**src/rtl/ysyx_22050612_wbu_if.sv**
```systemverilog
//============================================================================
// Module : ysyx_22050612_wbu_if
// Brief  : Issue, ALU, long-result and register-file write signals of the WBU
// Rev    : 1.0  initial release
//============================================================================
`default_nettype none

interface ysyx_22050612_wbu_if #(
  parameter int ADDR_WIDTH = 5,
  parameter int DATA_WIDTH = 64
);
  logic                  iss_valid;
  logic [ADDR_WIDTH-1:0] iss_rs1;
  logic [ADDR_WIDTH-1:0] iss_rs2;
  logic [ADDR_WIDTH-1:0] iss_rd;
  logic                  iss_long;
  logic                  iss_ready;
  logic                  alu_valid;
  logic [ADDR_WIDTH-1:0] alu_rd;
  logic [DATA_WIDTH-1:0] alu_data;
  logic                  lr_valid;
  logic [ADDR_WIDTH-1:0] lr_rd;
  logic [DATA_WIDTH-1:0] lr_data;
  logic                  lr_ready;
  logic                  rf_wen;
  logic [ADDR_WIDTH-1:0] rf_waddr;
  logic [DATA_WIDTH-1:0] rf_wdata;
  logic                  err;

  // master is the pipeline side, slave is the writeback unit
  modport master (
    output iss_valid, iss_rs1, iss_rs2, iss_rd, iss_long,
    output alu_valid, alu_rd, alu_data,
    output lr_valid, lr_rd, lr_data,
    input  iss_ready, lr_ready, rf_wen, rf_waddr, rf_wdata, err
  );

  modport slave (
    input  iss_valid, iss_rs1, iss_rs2, iss_rd, iss_long,
    input  alu_valid, alu_rd, alu_data,
    input  lr_valid, lr_rd, lr_data,
    output iss_ready, lr_ready, rf_wen, rf_waddr, rf_wdata, err
  );
endinterface

`default_nettype wire

```
**src/rtl/ysyx_22050612_wbu.sv**
```systemverilog
//============================================================================
// Module : ysyx_22050612_wbu
// Brief  : Writeback merge of ALU and buffered long results with RAW/WAW
//          busy scoreboard
// Rev    : 1.0  initial release
//============================================================================
`default_nettype none

module ysyx_22050612_wbu #(
  parameter int ADDR_WIDTH = 5,
  parameter int DATA_WIDTH = 64,
  parameter int MAX_PEND   = 4
) (
  input  logic                clk,
  input  logic                rst,
  ysyx_22050612_wbu_if.slave  wb
);

  localparam int       c_nreg     = 2 ** ADDR_WIDTH;
  localparam bit [3:0] c_max_pend = 4'(MAX_PEND);

  logic [c_nreg-1:0]     r_busy;
  logic [ADDR_WIDTH-1:0] r_fifo_rd   [2];
  logic [DATA_WIDTH-1:0] r_fifo_data [2];
  logic                  r_head;
  logic [1:0]            r_count;
  logic [3:0]            r_pend;
  logic                  r_err;

  logic [c_nreg-1:0]     w_busy_rd;
  logic                  w_issue;
  logic                  w_push;
  logic                  w_alu;
  logic                  w_pop;
  logic                  w_dec;
  logic                  w_tail;
  logic                  w_bad_push;
  logic [ADDR_WIDTH-1:0] w_head_rd;
  logic [c_nreg-1:0]     w_set;
  logic [c_nreg-1:0]     w_clr;

  // x0 is never a hazard regardless of what the scoreboard holds
  assign w_busy_rd = {r_busy[c_nreg-1:1], 1'b0};

  assign wb.iss_ready = !rst
                      & !w_busy_rd[wb.iss_rs1]
                      & !w_busy_rd[wb.iss_rs2]
                      & !w_busy_rd[wb.iss_rd]
                      & !(wb.iss_long & (r_pend == c_max_pend));
  assign wb.lr_ready  = !rst & (r_count != 2'd2);
  assign wb.err       = r_err;

  assign w_issue    = wb.iss_valid & wb.iss_ready & wb.iss_long;
  assign w_push     = wb.lr_valid & wb.lr_ready;
  assign w_alu      = !rst & wb.alu_valid & (wb.alu_rd != '0);
  assign w_pop      = !rst & !w_alu & (r_count != 2'd0);
  assign w_dec      = w_pop & (r_pend != 4'd0);
  assign w_head_rd  = r_fifo_rd[r_head];
  assign w_tail     = r_head ^ r_count[0];
  assign w_set      = (w_issue && (wb.iss_rd != '0)) ? (c_nreg'(1) << wb.iss_rd) : '0;
  assign w_clr      = w_pop ? (c_nreg'(1) << w_head_rd) : '0;
  assign w_bad_push = w_push & ((r_pend == 4'd0) | ((wb.lr_rd != '0) & !r_busy[wb.lr_rd]));

  always_comb begin
    wb.rf_wen   = 1'b0;
    wb.rf_waddr = '0;
    wb.rf_wdata = '0;
    if (w_alu) begin
      wb.rf_wen   = 1'b1;
      wb.rf_waddr = wb.alu_rd;
      wb.rf_wdata = wb.alu_data;
    end else if (w_pop) begin
      // an rd=0 head is dropped without a write
      wb.rf_wen   = (w_head_rd != '0);
      wb.rf_waddr = w_head_rd;
      wb.rf_wdata = r_fifo_data[r_head];
    end
  end

  always_ff @(posedge clk) begin
    if (rst) begin
      r_busy  <= '0;
      r_head  <= 1'b0;
      r_count <= 2'd0;
      r_pend  <= 4'd0;
      r_err   <= 1'b0;
    end else begin
      r_busy  <= (r_busy | w_set) & ~w_clr;
      r_count <= r_count + {1'b0, w_push} - {1'b0, w_pop};
      r_pend  <= r_pend + 4'(w_issue) - 4'(w_dec);
      if (w_pop) begin
        r_head <= ~r_head;
      end
      if (w_bad_push) begin
        r_err <= 1'b1;
      end
    end
  end

  // payload storage needs no reset; count qualifies every read
  always_ff @(posedge clk) begin
    if (w_push) begin
      r_fifo_rd[w_tail]   <= wb.lr_rd;
      r_fifo_data[w_tail] <= wb.lr_data;
    end
  end

endmodule

`default_nettype wire

```
**src/flat_wrapper.sv**
```systemverilog
// flat-port wrapper written by rule: the top's interface ports become plain ports
module ysyx_22050612_wbu_flat 
#(
  parameter int ADDR_WIDTH = 5,
  parameter int DATA_WIDTH = 64,
  parameter int MAX_PEND   = 4
)
  (clk, rst, wb_iss_valid, wb_iss_rs1, wb_iss_rs2, wb_iss_rd, wb_iss_long, wb_alu_valid, wb_alu_rd, wb_alu_data, wb_lr_valid, wb_lr_rd, wb_lr_data, wb_iss_ready, wb_lr_ready, wb_rf_wen, wb_rf_waddr, wb_rf_wdata, wb_err);
  ysyx_22050612_wbu_if #(.ADDR_WIDTH(ADDR_WIDTH), .DATA_WIDTH(DATA_WIDTH)) wb_i ();
  input  logic clk;
  input  logic rst;
  input wire logic [$bits(wb_i.iss_valid)-1:0] wb_iss_valid;
  input wire logic [$bits(wb_i.iss_rs1)-1:0] wb_iss_rs1;
  input wire logic [$bits(wb_i.iss_rs2)-1:0] wb_iss_rs2;
  input wire logic [$bits(wb_i.iss_rd)-1:0] wb_iss_rd;
  input wire logic [$bits(wb_i.iss_long)-1:0] wb_iss_long;
  input wire logic [$bits(wb_i.alu_valid)-1:0] wb_alu_valid;
  input wire logic [$bits(wb_i.alu_rd)-1:0] wb_alu_rd;
  input wire logic [$bits(wb_i.alu_data)-1:0] wb_alu_data;
  input wire logic [$bits(wb_i.lr_valid)-1:0] wb_lr_valid;
  input wire logic [$bits(wb_i.lr_rd)-1:0] wb_lr_rd;
  input wire logic [$bits(wb_i.lr_data)-1:0] wb_lr_data;
  output wire logic [$bits(wb_i.iss_ready)-1:0] wb_iss_ready;
  output wire logic [$bits(wb_i.lr_ready)-1:0] wb_lr_ready;
  output wire logic [$bits(wb_i.rf_wen)-1:0] wb_rf_wen;
  output wire logic [$bits(wb_i.rf_waddr)-1:0] wb_rf_waddr;
  output wire logic [$bits(wb_i.rf_wdata)-1:0] wb_rf_wdata;
  output wire logic [$bits(wb_i.err)-1:0] wb_err;
  assign wb_i.iss_valid = wb_iss_valid;
  assign wb_i.iss_rs1 = wb_iss_rs1;
  assign wb_i.iss_rs2 = wb_iss_rs2;
  assign wb_i.iss_rd = wb_iss_rd;
  assign wb_i.iss_long = wb_iss_long;
  assign wb_i.alu_valid = wb_alu_valid;
  assign wb_i.alu_rd = wb_alu_rd;
  assign wb_i.alu_data = wb_alu_data;
  assign wb_i.lr_valid = wb_lr_valid;
  assign wb_i.lr_rd = wb_lr_rd;
  assign wb_i.lr_data = wb_lr_data;
  assign wb_iss_ready = wb_i.iss_ready;
  assign wb_lr_ready = wb_i.lr_ready;
  assign wb_rf_wen = wb_i.rf_wen;
  assign wb_rf_waddr = wb_i.rf_waddr;
  assign wb_rf_wdata = wb_i.rf_wdata;
  assign wb_err = wb_i.err;
  ysyx_22050612_wbu #(.ADDR_WIDTH(ADDR_WIDTH), .DATA_WIDTH(DATA_WIDTH), .MAX_PEND(MAX_PEND)) u_core (.clk(clk), .rst(rst), .wb(wb_i));
endmodule
```
**config.mk**
```make
export PLATFORM = sky130hd
export DESIGN_NAME = ysyx_22050612_wbu_flat
export DESIGN_NICKNAME = d
export VERILOG_FILES = /design/src/rtl/ysyx_22050612_wbu_if.sv /design/src/rtl/ysyx_22050612_wbu.sv /design/src/flat_wrapper.sv
export SDC_FILE = /design/constraint.sdc
export NUM_CORES = 1
export LEC_CHECK = 0
export BUFFER_PORTS_ARGS = -buffer_cell sky130_fd_sc_hd__clkbuf_2
export CAP_MARGIN = 20
export CELL_PAD_IN_SITES_DETAIL_PLACEMENT = 1
export CELL_PAD_IN_SITES_GLOBAL_PLACEMENT = 1
export CORE_MARGIN = 4
export CORE_UTILIZATION = 38
export DETAILED_ROUTE_END_ITERATION = 10
export MAX_ROUTING_LAYER = met4
export PLACE_DENSITY = 0.75
export RECOVER_POWER = 100
export SYNTH_ARGS = -nofsm -noshare
export SYNTH_HDL_FRONTEND = slang
export SYNTH_SLANG_ARGS = --single-unit
export TNS_END_PERCENT = 1
```
**constraint.sdc**
```tcl
create_clock -name clk -period 3.7 [get_ports clk]
set_input_delay 0.185 -clock clk [delete_from_list [all_inputs] [get_ports clk]]
set_output_delay 0.185 -clock clk [all_outputs]
set_load 0.03 [all_outputs]
```
# == Yosys cells after proc, flatten, opt, wreduce, memory -nomap -nowiden ==
# Memory sizes are Yosys's and may differ from the RTL's. A register that Yosys moved wholly into a read port is not among the register bits.
# Cells that the tools add are included.
# W data, S select, Z words.
# word_totals
n_memories,2
ram_bits,138
ff_bits,40
input_bits,159
# op_classes
muxes,22
magnitude_cmp,4
n_eq_ne,2
n_reduce_logical,15
bitwise,22
add_sub_neg,4
n_shift,2
# mem_list
name,depth,word_bits,read_ports,rd_ports_with_merged_regs,write_ports,line_no,text
u_core.r_fifo_data,2,64,1,1,1,ysyx_22050612_wbu.sv:24,logic [DATA_WIDTH-1:0] r_fifo_data [2];
u_core.r_fifo_rd,2,5,1,1,1,ysyx_22050612_wbu.sv:23,logic [ADDR_WIDTH-1:0] r_fifo_rd [2];
# ops
op,count
$mux W64,2
$mux W32,2
$shl A1 B5 Y32 const A,2
$and A32 B32 Y32,1
$not A32 Y32,1
$or A32 B32 Y32,1
$lt A5 B6 Y1 const B,4
$bmux W1 S5,4
$reduce_bool A5 Y1,4
$and A1 B1 Y1,16
$mux W1,12
$mux W5,2
$logic_not A1 Y1,7
$add A4 B1 Y4,1
$eq A4 B3 Y1 const B,1
$logic_not A4 Y1,1
$reduce_bool A4 Y1,1
$sub A4 B1 Y4,1
$add A2 B1 Y2,1
$ne A2 B2 Y1 const B,1
$reduce_bool A2 Y1,1
$sub A2 B1 Y2,1
$logic_and A1 B1 Y1,1
$not A1 Y1,1
2 further kinds,2

# == Logic depth before layout (Yosys ltp) ==
# Gate-level depths: netlist (run 1).
# logic_depth
depth_word,13
ltp_mapped,14
mapped_depth_nobuf,12

# == Least setup slack after synthesis (run 1) ==
# No wires, ideal clock.
# synth_path
path_type,register to register
start,register u_core.r_count[0]
end,"memory u_core.r_fifo_data[1][0], enable pin"
stages_incl_launch_ff,5
arrival_ns,4.081
required_ns,3.204
slack_ns,-0.877
cell_sequence,dfxtp_1 -> inv_1 -> a21oi_1 -> nand2_1 -> nor2_1
# synth_via
elab_chain_cells,5
word_cells_on_any_way,6
classes_between,1 x eq/ne; 2 x mux; 3 x bitwise
# synth_lines
item,line_no,text
from (decl),ysyx_22050612_wbu.sv:26,logic [1:0] r_count;
from (signal assigned),ysyx_22050612_wbu.sv:89,"r_count <= r_count + {1'b0, w_push} - {1'b0, w_pop};"
$ne A2 B2 Y1,ysyx_22050612_wbu.sv:50,assign wb.lr_ready = !rst & (r_count != 2'd2);
$and A1 B1 Y1,ysyx_22050612_wbu.sv:50,
net wb_lr_ready,flat_wrapper.sv:24,output wire logic [$bits(wb_i.lr_ready)-1:0] wb_lr_ready;
$and A1 B1 Y1,ysyx_22050612_wbu.sv:54,assign w_push = wb.lr_valid & wb.lr_ready;
$mux W1,ysyx_22050612_wbu.sv:102,if (w_push) begin
$mux W1 (not written as such),ysyx_22050612_wbu.sv:104,r_fifo_data[w_tail] <= wb.lr_data;
to (decl),ysyx_22050612_wbu.sv:24,
# The timed path passes the listed nets, and every way through them passes these cells.

# == Worst setup path after layout (run 1) ==
# layout_path
start,register u_core.r_busy[16]
end,output wb_iss_ready
# layout_via
elab_chain_cells,7
word_cells_on_any_way,13
classes_between,6 x mux; 4 x bitwise; 3 x reduce/logical
# layout_lines
item,line_no,text
from (decl),ysyx_22050612_wbu.sv:22,logic [c_nreg-1:0] r_busy;
from (signal assigned),ysyx_22050612_wbu.sv:88,r_busy <= (r_busy | w_set) & ~w_clr;
$bmux W1 S5,ysyx_22050612_wbu.sv:46,& !w_busy_rd[wb.iss_rs1]
$mux W1 (not written as such),ysyx_22050612_wbu.sv:46,
$logic_not A1 Y1,ysyx_22050612_wbu.sv:46,
$and A1 B1 Y1,ysyx_22050612_wbu.sv:46,
$and A1 B1 Y1,ysyx_22050612_wbu.sv:47,& !w_busy_rd[wb.iss_rs2]
$and A1 B1 Y1 (*),ysyx_22050612_wbu.sv:48,& !w_busy_rd[wb.iss_rd]
$and A1 B1 Y1 (*),ysyx_22050612_wbu.sv:49,& !(wb.iss_long & (r_pend == c_max_pend));
to (decl),flat_wrapper.sv:23,output wire logic [$bits(wb_i.iss_ready)-1:0] wb_iss_ready;
# Every way passes the cells marked *; elsewhere a longest branch is shown, timed or not. The select of a mux whose other input is x is not followed.

==> results of run 1 <==
## critical path, delay by kind of cell (launching register included)
| family | cells | cell delay (ns) |
|---|---|---|
| and+or+nand+nor | 4 | 0.97 |
| AOI/OAI and AO/OA | 2 | 0.66 |
| DFF | 1 | 0.36 |
| buffers and inverters | 2 | 0.63 |
## placed cells by master, fill, tap and decap left out, types with 4 or more instances in the layout
cell,synthesis,routed
inv_8,0,4
nand4_1,5,6
dlygate4sd3_1,0,65
clkbuf_2,0,110
a221oi_1,7,7
nand2b_1,5,5
mux2_1,3,4
dfxtp_1,40,39
o21ai_0,7,15
o221a_1,7,7
nand2_1,94,94
ha_1,8,8
nand3b_1,5,5
nor4_1,4,4
o21bai_1,5,5
nor3b_1,8,8
nand3_1,8,8
xnor2_1,4,4
o31ai_1,67,67
clkbuf_1,32,124
a21oi_1,23,23
nor3_1,9,9
o21a_1,5,4
mux2_2,5,4
a211oi_1,6,6
mux4_2,21,21
clkbuf_16,0,17
buf_4,1,4
edfxtp_1,138,138
nor2b_1,12,12
nor2_1,38,38
inv_1,25,25
mux2i_1,81,81
## flip-flops by register name (all words and copies together), names as in the netlist, named ones only
register            cells
u_core.r_busy          31
u_core.r_count          2
u_core.r_fifo_data    128
u_core.r_fifo_rd       10
u_core.r_head           1
u_core.r_pend           4
u_core.wb.err           1
## routing by layer
layer | vias to the layer above | share of wire (%) | global-route usage (%)
met5 | - | 0 | -
met4 | 0 | 1.7 | 5.871
met3 | 38 | 5.0 | 3.392
met2 | 250 | 51 | 38.35
met1 | 3689 | 42 | 26.72
li1 | 3458 | - | -
## metrics by stage
stage | utilization [%] | total power (W) | instance area [µm²] | cells | hold slack [ns]
2_1_floorplan | - | 0.003831 | 9087 | 758 | 0.2839
3_3_place_gp | 44.96 | 0.004397 | 10550 | 1263 | 0.3746
3_5_place_dp | 44.96 | 0.004440 | 10550 | 1263 | 0.3794
4_1_cts | 50.15 | 0.006250 | 11770 | 1360 | 0.04316
5_1_grt | 49.34 | 0.006460 | 11580 | 1363 | 0.08305
6_report | 49.34 | 0.006150 | 11580 | 1363 | 0.07353
## power groups by stage
| stage | registers, W | logic, W | clock network (W) |
|---|---|---|---|
| final | 0.00262 | 0.00178 | 0.00175 |
| after global routing | 0.00265 | 0.00193 | 0.00188 |
| after CTS | 0.00261 | 0.00185 | 0.00178 |
| after detailed placement | 0.00265 | 0.00178 | 0 |
| after global placement | 0.00264 | 0.00176 | 0 |
| after floorplan | 0.00259 | 0.00124 | 0 |
## final timing paths
kind,startpoint,endpoint,slack [ns],cells past startpoint
worst max-delay path,u_core.r_busy[16]$_SDFF_PP0_,wb_iss_ready,0.47,8
worst min-delay path,rst,flip-flop,0.07,2
worst max register to register,u_core.r_busy[16]$_SDFF_PP0_,u_core.r_pend[2]$_SDFF_PP0_,0.55,11
worst min register to register,u_core.wb.err$_SDFFE_PP0P_,u_core.wb.err$_SDFFE_PP0P_,0.50,2
## cell type report
| cell class | instances | share of cell area (%) |
|---|---|---|
| Multi-Input combinational cell | 501 | 33.04 |
| Antenna cell | 3 | 0.06482 |
| Timing Repair Buffer | 305 | 15.00 |
| Sequential cell | 178 | 42.73 |
| Clock buffer | 17 | 3.673 |
| Inverter | 25 | 0.8103 |
| Tap cell | 319 | 3.446 |
| Clock inverter | 15 | 1.242 |
## cell families (layout without fill, tap and decap cells)
group / count (synthesis) / in the layout
compound gates: 166 / 166
simple gates: 209 / 209
other cells: 0 / 3
buf+inv: 79 / 362
fa+ha+maj: 9 / 9
flops: 178 / 178
xor+xnor: 6 / 6
mux: 111 / 111
## what timing repair did
| action | 4_1_cts | 5_1_grt |
|---|---|---|
| endpoints found under the setup margin | 0 | 0 |
| hold buffers | 65 | 0 |
| endpoints found under the hold margin | 130 | 0 |
==> key figures, run 1 <==
Run status
  • Status: finished with violations
  • Failing checks: capacitance limit, slew limit

Yosys
  • FFs w/ async S/R, synth: 0%
  • Seq cells post-synth: 178
  • Count leader, synth: edfxtp_1
  • Synth Area in Simple Gates: between 10% and 20%
  • EDFF count, synth: 138
  • Area contributors post-synth: edfxtp_1 (46%), mux2i_1 (8.9%), dfxtp_1 (8.8%), o31ai_1 (5.5%), mux4_2 (5.2%)
  • Yosys top cell by area: edfxtp_1
  • Post-synth top cells: edfxtp_1 (138), nand2_1 (94), mux2i_1 (81), o31ai_1 (67), dfxtp_1 (40)
  • Synthesized cell area: 9085 µm²
  • Compound-Gate Fraction of Synth Area: between 10 and 15%
  • Post-Synthesis Cells: 758
  • Synthesized area per cell: 11.99 µm²
  • Post-synthesis mux area share: 15.41%
  • YS warnings: 0
  • Area share of the largest cell type after synthesis: between 40% and 50%
  • Synth Net Count: roughly 930
  • Synth Flop Type: edfxtp_1
  • Post-synthesis xor/xnor area fraction: less than 1%
  • Sequential area share after synthesis: between 50% and 60%
  • Synth Area in Adders: 1.322%
  • Yosys cell types: 74
  • Main combinational cell family by area after synthesis: multiplexers

Floorplan
  • Initial core utilization: between 30 and 40%
  • Core area: around 23000 µm²
  • Die height: 162.6 µm
  • Number of rows in the core area: between 50 and 60
  • Top Ports: approximately 230
  • Die area: around 26000 µm²
  • Die width: approximately 160 µm

Power
  • Combinational share of power: between 20 and 30%
  • Sequential Power Share: a little over two fifths
  • Sw Share: a little over a third
  • Max VDD drop: around 0.34 mV
  • Internal power: ~0.004 W
  • Leak: ~4 nW
  • Psw: around 0.0022 W
  • Clock share of power: between 20% and 30%
  • Cell Pwr Density: between 500 and 600 nW/µm²

Setup path
  • Crit path arrival time: ~3 ns
  • Worst-path cell chain: nor2b_1 -> a2111oi_0 -> and4b_1 -> nor4_4 -> nand3_2 -> clkbuf_1 -> a21oi_1 -> clkbuf_1
  • WP data required: roughly 3.5 ns
  • CP max stage cell: a2111oi_0
  • CP dominant cell by count: clkbuf_1
  • Worst setup SP type: flip-flop
  • Peak per-stage delay on the critical path: 0.46 ns
  • Crit end category: primary output
  • Critical path type: flip-flop to primary output
  • Crit path max fanout: 15

Global route
  • GRT Total Usage: 21.95%
  • Number of global-route vias before repair: roughly 7600
  • Antenna violations before repair: 3
  • GRT overflow: 0
  • Global-route wire length before repair: 43880 µm
  • Pin count of the biggest net entering global routing: roughly 140

Route
  • WL final: between 20000 and 30000 µm
  • Vias per inst: roughly 5.5
  • First DRT Iteration DRCs: approximately 440
  • Total number of vias: 7435
  • Routed length per instance: 21.10 µm
  • Final ANT Viol Nets: 0
  • DRC errors left: 0
  • Initial DRT Pass Iterations: 4

Cells and area
  • Fill count: roughly 2600
  • NumNets Final: 1196
  • Reg area: 4949 µm²
  • Multi-input logic area: ~3800 µm²
  • Share of layout cells above drive strength 1: a little under a fifth
  • Area delta synth->final: 27.48%

STA
  • Count of final hold-check violations: 0
  • Fin crit period: roughly 3.2 ns
  • Tcrit/Tclk final: between 80% and 90%
  • Slew headroom: -27.33%
  • Fin Setup TNS: 0 ns
  • Clock skew: approximately 0.012 ns
  • Slew of the pin with the lowest slew margin: between 1.5 and 2 ns
  • Max Freq: ~310 MHz
  • Final Slew Violations: between 100 and 150
  • # setup viols final: 0
  • RSZ-0062 raised after global routing: false
  • Setup ws final: 0.4700 ns

CTS
  • Clk buf depth: 2
  • Clock slew at the register clock pins of the worst setup and hold paths: 0.07 ns
  • # clock sinks: between 150 and 200
  • Clk root buf: clkbuf_16
  • Post-CTS resize count: 0
  • H-tree levels: 4
  • Clock Latency Late Sink: ~0.42 ns
  • CTS Buf Count: 17
  • CTS tree: done
  • Postcts setup bufs: 0

Hold path
  • Hold Path Class: input port to flip-flop

Run
  • Maximum capacitance violations: 2

Place
  • Setup Slack @ Placement: 0.4209 ns
  • DP Wirelength: between 20000 and 25000 µm
  • IO Port Bufs: between 200 and 250
  • Final GP Congestion: slightly below 0.9
No activity file was read; power rests on OpenSTA's default activity.
==> run 2: changes to the inputs <==
--- a/config.mk
+++ b/config.mk
@@ -10,10 +10,10 @@
 export CELL_PAD_IN_SITES_DETAIL_PLACEMENT = 1
 export CELL_PAD_IN_SITES_GLOBAL_PLACEMENT = 1
 export CORE_MARGIN = 4
-export CORE_UTILIZATION = 38
+export CORE_UTILIZATION = 42
 export DETAILED_ROUTE_END_ITERATION = 10
 export MAX_ROUTING_LAYER = met4
-export PLACE_DENSITY = 0.75
+export PLACE_DENSITY = 0.76
 export RECOVER_POWER = 100
 export SYNTH_ARGS = -nofsm -noshare
 export SYNTH_HDL_FRONTEND = slang
==> constraint.sdc (replaced) <==
create_clock -name clk -period 3.25 [get_ports clk]
set_input_delay 0.1625 -clock clk [delete_from_list [all_inputs] [get_ports clk]]
set_output_delay 0.1625 -clock clk [all_outputs]
set_load 0.03 [all_outputs]
==> run 2 against run 1 <==
Compared with the run above:
- the flow now finishes without violations
- design area is 0.34% higher
- clock skew is 0.0076 ns higher
- clock power is 18% higher
- hold slack worse by 0.059 ns
- critical path depth stayed put
- die area is 9.1% lower
- critical path type unchanged
- via count is 1.7% higher
- first-iteration DRC count is 6.8% lower
- critical endpoint unchanged
- sequential share of layout area is 0.14 points lower
==> key figures, run 2 (synthesized netlist as in run 1, its figures left out) <==
Floorplan
  • Die width: 155.1 µm (-4.6%)
  • Die height: 155.1 µm (-4.6%)
  • Initial core utilization: 42.95% (+4.2 points)
  • Top Ports: 232 (unchanged)
  • Core area: 21150 µm² (-9.9%)
  • Number of rows in the core area: 53 (-5.4%)
  • Die area: 24050 µm² (-9.1%)

Setup path
  • Crit path max fanout: 15 (unchanged)
  • Reg-to-reg critical path endpoint: u_core.r_pend[2]$_SDFF_PP0_
  • Worst reg2reg setup slack: 0.29 ns (-0.26 ns)
  • R2R cell count: 11 (unchanged)
  • Critical path type: flip-flop to primary output
  • WP data required: 3.09 ns (-0.42 ns)
  • Crit path arrival time: 2.84 ns (-0.20 ns)
  • Crit end category: primary output
  • Critical R2R Launch: u_core.r_busy[13]$_SDFF_PP0_
  • Worst setup SP type: flip-flop

Cells and area
  • Share of layout cells above drive strength 1: 18.77% (+0.71 points)
  • Leading cell type in the layout, fill and taps excluded: edfxtp_1
  • Final std cells w/o fill: 1330 (-2.4%)
  • NumNets Final: 1210 (+1.2%)
  • # diodes: 0 (-3)
  • Largest register FFs: 128 (unchanged)
  • Biggest regs: u_core.r_fifo_data: 128 flops, u_core.r_busy: 31 flops, u_core.r_fifo_rd: 10 flops
  • Fin area: 11620 µm² (+0.34%)
  • Most frequent cells in the layout: edfxtp_1 (138), clkbuf_1 (126), clkbuf_2 (112)
  • Top reg by flops: u_core.r_fifo_data
  • Area delta synth->final: 27.90%

STA
  • Fin Setup TNS: 0 ns (unchanged)
  • Fin crit period: around 3.0 ns
  • Setup ws final: 0.2465 ns (-0.2235 ns)
  • Slew headroom: 13.21% (+41 points)
  • Max Freq: around 330 MHz
  • Clock skew: 0.01939 ns (+0.007555 ns)
  • Count of final hold-check violations: 0 (unchanged)
  • Tcrit/Tclk final: between 90% and 100%
  • # setup viols final: 0 (unchanged)
  • Slew of the pin with the lowest slew margin: 1.302 ns (-0.6080 ns)
  • RSZ-0062 raised after global routing: false
  • Final Slew Violations: 0 (-100%)

Route
  • Total number of vias: 7558 (+1.7%)
  • First DRT Iteration DRCs: 413 (-6.8%)
  • Routed length per instance: 21.57 µm (+2.2%)
  • Initial DRT Pass Iterations: 4 (unchanged)
  • Final ANT Viol Nets: 0 (unchanged)
  • WL final: 28690 µm (-0.23%)
  • Vias per inst: 5.683 (+4.2%)
  • DRC errors left: 0 (unchanged)

Global route
  • Antenna violations before repair: 0 (-3)
  • GRT overflow: 0 (unchanged)
  • GRT Total Usage: 24.49% (+2.5 points)
  • Pin count of the biggest net entering global routing: 125 (-8.1%)
  • Number of global-route vias before repair: 8071 (+5.6%)
  • Global-route wire length before repair: 44590 µm (+1.6%)

Place
  • Setup Slack @ Placement: 0.2381 ns (-0.1828 ns)
  • IO Port Bufs: 231 (unchanged)
  • DP Wirelength: 20620 µm (+2.9%)
  • Placed Cells: 1232 (-2.5%)
  • Placed Area: 10570 µm² (+0.17%)
  • Final GP Congestion: 0.8580 (-2.7%)

CTS
  • Clock slew at the register clock pins of the worst setup and hold paths: 0.08 ns (about the same)
  • Clk root buf: clkbuf_16
  • CTS tree: done
  • Postcts setup bufs: 0 (unchanged)
  • Clock Latency Late Sink: 0.44 ns (+0.02 ns)
  • H-tree levels: 4 (unchanged)
  • CTS Buf Count: 17 (unchanged)
  • Clk buf depth: 2 (unchanged)
  • # clock sinks: 178 (unchanged)

Power
  • Cell Pwr Density: 609.0 nW/µm² (+15%)
  • Leak: 4.072 nW (+1.6%)
  • Max VDD drop: 0.4489 mV (+32%)

Hold path
  • Hold Path Class: input port to flip-flop
  • Hold Crit Start: rst
  • Hold Crit Depth: 2 (unchanged)
  • Sink of the worst hold path: u_core.r_pend[3]$_SDFF_PP0_

Run status
  • Status: completed

Run
  • Maximum capacitance violations: 0 (-2)
[run 2: cell count changes in the layout (fill, tap and decap cells not counted), sizes merged]
cell    delta
clkinv     -1
clkbuf     +5
inv        +1
diode      -3
buf        +9
[run 2: worst max-delay path, cell delays in order, from the launching register on]
cell and delay, ns:
dfxtp_1 0.36, mux4_2 0.46, or4b_1 0.49, o21ai_2 0.08, a211o_4 0.14, nand3_1 0.12, buf_4 0.22, a21oi_1 0.19
clkbuf_1 0.33
[run 2: repair_timing]
action,4_1_cts,5_1_grt
hold buffers,65,0
gates resized for setup,0,0
endpoints found under the hold margin,130,0
[run 2: power breakdown]
part           leakage [nW]  internal (W)  switching, W  total [W]
logic                  2.19      0.000650       0.00143    0.00208
clock network         0.292       0.00104       0.00101    0.00206
registers              1.59       0.00282      0.000118    0.00294
total                  4.07       0.00452       0.00256    0.00708
[run 2: stage by stage]
stage / utilization (%) / hold slack [ns] / total power, W
3_3_place_gp: 49.97 / 0.3522 / 0.005018
4_1_cts: 55.92 / 0.01175 / 0.007214
3_5_place_dp: 49.97 / 0.3560 / 0.005078
6_report: 54.93 / 0.01476 / 0.007076
5_1_grt: 54.93 / 0.02569 / 0.007415
2_1_floorplan: - / 0.2614 / 0.004362
[run 2: layer usage]
metal	wire length, µm	GRT usage, %
met5	0	-
met4	796	7.948
met2	14930	41.95
met1	11620	29.66
met3	1347	4.061
[run 2: worst max path at each step]
stage | slack, ns | start | endpoint
after global routing | 0.07 | u_core.r_busy[5]$_SDFF_PP0_ | u_core.r_pend[2]$_SDFF_PP0_
after CTS | 0.28 | u_core.r_busy[28]$_SDFF_PP0_ | u_core.r_pend[2]$_SDFF_PP0_
after detailed placement | 0.24 | wb_iss_rs2[0] | u_core.r_pend[2]$_SDFF_PP0_
after global placement | 0.26 | wb_iss_rs2[0] | u_core.r_pend[2]$_SDFF_PP0_
after floorplan | 0.05 | u_core.r_count[0]$_SDFF_PP0_ | u_core.r_fifo_data[0][0]$_DFFE_PP_
final | 0.25 | u_core.r_busy[13]$_SDFF_PP0_ | wb_iss_ready
[run 2: cell type report]
class | count | area [µm²]
timing repair buffer | 319 | 1817
inverter | 25 | 93.84
tap | 275 | 344.1
multi-input combinational | 501 | 3809
clock buffer | 17 | 425.4
clock inverter | 15 | 182.7
sequential | 178 | 4949
fill | 2369 | 9534
